## src/rtl/m_ifetch.sv

```systemverilog
// Instruction fetch: PC generation, sync-memory tracking, 2-entry fetch buffer.
// Redirect has the highest priority; outputs come from registers only.
module m_ifetch #(
    parameter logic [31:0] RESET_PC = 32'h0000_0000,
    parameter int unsigned PC_STEP  = 4
) (
    input  logic        w_clk,
    input  logic        w_rst_n,
    input  logic        w_redirect,
    input  logic [31:0] w_redirect_pc,
    output logic [31:0] w_imem_addr,
    input  logic [31:0] w_imem_data,
    output logic        w_out_valid,
    input  logic        w_out_ready,
    output logic [31:0] w_out_pc,
    output logic [31:0] w_out_inst
);

    logic [31:0] r_pc;
    logic        r_infl_v;
    logic [31:0] r_infl_pc;
    logic [31:0] r_q_pc   [2];
    logic [31:0] r_q_inst [2];
    logic [1:0]  r_count;

    logic        fire;
    logic        issue;
    logic        push;
    logic [2:0]  occ;
    logic [1:0]  lvl;
    logic        wr_idx;
    logic        unused_bits;

    assign unused_bits = ^w_redirect_pc[1:0];

    always_comb begin
        fire   = (r_count != 2'd0) & w_out_ready;
        occ    = {1'b0, r_count} - {2'b00, fire} + {2'b00, r_infl_v};
        issue  = !w_redirect & (occ < 3'd2);
        push   = r_infl_v & !w_redirect;
        lvl    = r_count - {1'b0, fire};
        wr_idx = lvl[0];
    end

    always_ff @(posedge w_clk or negedge w_rst_n) begin
        if (!w_rst_n) begin
            r_pc        <= RESET_PC;
            r_infl_v    <= 1'b0;
            r_infl_pc   <= 32'h0;
            r_q_pc[0]   <= 32'h0;
            r_q_pc[1]   <= 32'h0;
            r_q_inst[0] <= 32'h0;
            r_q_inst[1] <= 32'h0;
            r_count     <= 2'd0;
        end else if (w_redirect) begin
            r_pc     <= {w_redirect_pc[31:2], 2'b00};
            r_infl_v <= 1'b0;
            r_count  <= 2'd0;
        end else begin
            if (issue) begin
                r_infl_v  <= 1'b1;
                r_infl_pc <= r_pc;
                r_pc      <= r_pc + 32'(PC_STEP);
            end else begin
                r_infl_v  <= 1'b0;
            end
            if (fire) begin
                r_q_pc[0]   <= r_q_pc[1];
                r_q_inst[0] <= r_q_inst[1];
            end
            // push after shift so a same-cycle write to slot 0 wins
            if (push) begin
                r_q_pc[wr_idx]   <= r_infl_pc;
                r_q_inst[wr_idx] <= w_imem_data;
            end
            r_count <= r_count - {1'b0, fire} + {1'b0, push};
        end
    end

    assign w_imem_addr = r_pc;
    assign w_out_valid = (r_count != 2'd0);
    assign w_out_pc    = r_q_pc[0];
    assign w_out_inst  = r_q_inst[0];

endmodule
```

## config.mk

```make
export PLATFORM = sky130hd
export DESIGN_NAME = m_ifetch
export DESIGN_NICKNAME = d
export VERILOG_FILES = /design/src/rtl/m_ifetch.sv
export SDC_FILE = /design/constraint.sdc
export NUM_CORES = 1
export LEC_CHECK = 0
export BUFFER_PORTS_ARGS = -buffer_cell sky130_fd_sc_hd__buf_4
export CAP_MARGIN = 20
export CELL_PAD_IN_SITES_DETAIL_PLACEMENT = 0
export CELL_PAD_IN_SITES_GLOBAL_PLACEMENT = 1
export CORE_MARGIN = 2
export CORE_UTILIZATION = 47
export CTS_CLUSTER_DIAMETER = 80
export DETAILED_ROUTE_END_ITERATION = 8
export GPL_TIMING_DRIVEN = 0
export PLACE_DENSITY = 0.94
export SYNTH_ARGS = -nofsm -noshare
export SYNTH_HDL_FRONTEND = slang
export SYNTH_SLANG_ARGS = --single-unit
```

## constraint.sdc

```tcl
create_clock -name w_clk -period 5.36 [get_ports w_clk]
set_input_delay 0.268 -clock w_clk [delete_from_list [all_inputs] [get_ports w_clk]]
set_output_delay 0.268 -clock w_clk [all_outputs]
set_load 0.01 [all_outputs]
```

==> flow_summary.ini <==
[critical_path]
path_class = register to register
end_kind = register
crit-reg2reg-launch = r_count[1]$_DFF_PN0_
r2r-end = w_imem_addr[28]$_DFFE_PN0P_
path_cells = nand3_1 -> o21ai_0 -> nand2_1 -> fa_1 -> nand4_1 -> nor4_4 -> nand3_1 -> xnor2_1 -> mux2_2
crit_slowest_cell = nor4_4
cpMostUsedCell = nand3_1
cp.required_ns = 5.67
r2r_setup_slack_ns = 2.26
cp.arrival_ns = 3.41
cp_max_fo = 9
r2r_cells = 9
startpoint_type = register
critPathMaxStageDelay_ns = 0.64

[final_layout]
final_area_um2 = 10800
layout_commonest_cell = buf_4
syn2layout_area_growth_pct = 24.3
fin_util_pct = 59.9
fillers = 1544
nets = 1061
diodes = 0
drive_gt1_share_pct = 36.4
final_cell_mix = 226 x buf_4, 189 x dfrtp_1, 153 x nand2_1, 85 x mux2_2, 66 x nor2_1

[floorplanning]
die_h_um = 140
rows = 49
start_util_pct = 48.2
die_w_um = 140
core_um2 = 18000
pin_count = 165
dieArea_um2 = 19600

[global_route]
grt_start_max_net_pins = 103
grt_overflow = 0
antenna_found_initial = 0
grtUsageTotal_pct = 21.8
grt_pass1_vias = 6353
grt_pass1_wl_mm = 33.8

[routing]
dr.pass1.iters = 5
ant_nets = 0
wl_mm = 20.9
wl_per_cell_um = 17.0
vias_per_cell = 5.20
drc = 0
vias = 6393
drt_iter0_drc = 384

[sta]
max_slew_margin_pct = 48.8
finalClockSkew_ns = 0.00994
drv_slew = 0
finalCritPeriodShare_pct = 57.9
fin_setup_tns_ns = 0
rsz0062_at_grt = false
finalCriticalPeriod_ns = 3.10
max_freq_mhz = 322
hold_viol = 0
tightestPinTransition_ns = 0.768
setup_violations = 0

[pwr]
peakVddDrop_mv = 0.255
intPower_mw = 3.79
sw_frac_of_total_pct = 29.7
p_leak_nw = 5.03
p_clk_share_pct = 23.4
switchingPower_mw = 1.60
p_seq_share_pct = 43.4
pwr_density_cell_nw_per_um2 = 500
combinationalPowerShare_pct = 33.2
power_mw = 5.39

[synth]
ys_ff_latch = 189
seq_area_frac_synth_pct = 54.5
syn_avg_cell_area_um2 = 10.8
synth_cell_types = 40
netlist_instances = 807
ys.warnings.count = 0
netlist_area_um2 = 8680

[placement]
dpl_cell_area_um2 = 10200
io_buffer_count = 160
gp_congestion = 0.818
dp_hpwl_mm = 14.6

[worst_hold_path]
whs_path_depth = 3
hp-start = w_redirect_pc[11]
hold_path_end = w_imem_addr[11]$_DFFE_PN0P_
hold_path.class = primary input to register

[outcome]
status = complete, no violations

[clock_network]
numCtsBuffers = 17
cts_tree = done
post_cts_resized = 0
cts.sinks = 189
clkSlewWorstSetupHoldPaths_ns = 0.07
holdBufCountCts = 1
ctsLongestPathBuffers = 2
h-tree-depth = 4
cts-root-buf = clkbuf_16
clock_latency_ns = 0.43
post_cts_buffers = 0

[run]
max_cap_violations = 0
[critical path: cells and delay by family, from the launching register on]
family	cells	cell delay, ns
compound gates	1	0.16
flops	1	0.48
fa+ha+maj	1	0.61
xor+xnor	1	0.17
mux	1	0.26
simple gates	5	1.32
[state kept, by name, summed over array words and instances, names as in the netlist]
signal / count
w_out_pc: 32
w_out_inst: 32
r_infl_pc: 30
r_count: 2
r_q_inst: 32
r_q_pc: 30
r_infl_v: 1
w_imem_addr: 30
[layout make-up]
type                    count  area (um2)  share of cell area [%]
repair buffers            162        1250                    11.5
plain buffers             113         701                    6.49
inverters                   7        26.3                   0.244
clock buffers              23         458                    4.24
clock inverters             7         115                    1.07
well taps                 229         287                    2.66
flip-flops and latches    189        4730                    43.8
multi-input cells         499        3230                    29.9
[per-stage QoR]
step / hold WS, ns / worst slack [ns] / std cells
after floorplan: -0.0276 / 2.72 / 808
after global placement: 0.477 / 2.28 / 1197
after global routing: 0.0426 / 2.00 / 1229
after detailed placement: 0.374 / 2.26 / 1198
final: 0.0469 / 2.26 / 1229
after CTS: 0.0366 / 2.26 / 1229
[how the worst max path moves through the flow]
stage | start | to | slack, ns
3_5_place_dp | r_count[1]$_DFF_PN0_ | w_imem_addr[28]$_DFFE_PN0P_ | 2.26
5_1_grt | r_count[1]$_DFF_PN0_ | w_imem_addr[28]$_DFFE_PN0P_ | 2.00
3_3_place_gp | r_count[1]$_DFF_PN0_ | w_imem_addr[28]$_DFFE_PN0P_ | 2.28
4_1_cts | r_count[1]$_DFF_PN0_ | w_imem_addr[28]$_DFFE_PN0P_ | 2.26
6_report | r_count[1]$_DFF_PN0_ | w_imem_addr[28]$_DFFE_PN0P_ | 2.26
2_1_floorplan | r_count[1]$_DFF_PN0_ | w_imem_addr[28]$_DFFE_PN0P_ | 2.72
[metal layers]
metal	global-route usage (%)	vias to the layer above	share of wire, %
met3	5.47	23	6.9
met1	30.7	3141	45
met5	0	-	0
li1	-	3027	-
met2	33.8	202	47
met4	5.84	0	1.4
[cells in the mapped netlist (all sizes together)]
library cell / instances / area, um2
conb: 1 / 3.75
ha: 3 / 37.5
xor2: 10 / 87.6
mux2: 94 / 1060
and4: 2 / 17.5
nand4: 7 / 50.1
fa: 1 / 20.0
nand3: 11 / 60.1
nor4: 7 / 96.3
xnor2: 22 / 193
clkbuf: 23 / 86.3
a21o: 1 / 7.51
o22a: 12 / 105
or2: 3 / 18.8
o21ai: 29 / 145
and3: 7 / 43.8
nor3: 4 / 25.0
and2: 3 / 18.8
a31oi: 56 / 350
nor2: 66 / 248
inv: 7 / 26.3
o211ai: 1 / 7.51
nor2b: 2 / 12.5
nand2b: 1 / 6.26
dfrtp: 189 / 4730
nand4bb: 1 / 27.5
buf: 90 / 614
nand2: 153 / 574
mux2i: 1 / 10.0
[kinds of logic (layout without fill, tap and decap cells)]
| group | after synthesis | after routing | synth area share (%) |
|---|---|---|---|
| buffers and inverters | 120 | 312 | 8.37 |
| other | 1 | 2 | 0.0432 |
| AOI/OAI and AO/OA | 99 | 99 | 7.09 |
| DFF | 189 | 189 | 54.5 |
| adders and majority gates | 4 | 4 | 0.663 |
| muxes | 95 | 95 | 12.3 |
| and+or+nand+nor | 267 | 267 | 13.8 |
| xor gates and xnor gates | 32 | 32 | 3.23 |
[power groups by stage]
stage               Clock (mW)  Combinational (mW)  Sequential [mW]
floorplan                    0                1.15             2.26
global placement             0                1.76             2.33
detailed placement           0                1.81             2.36
CTS                       1.28                1.82             2.34
global route              1.34                1.95             2.42
finish                    1.26                1.79             2.34
No activity file was read; power rests on OpenSTA's default activity.
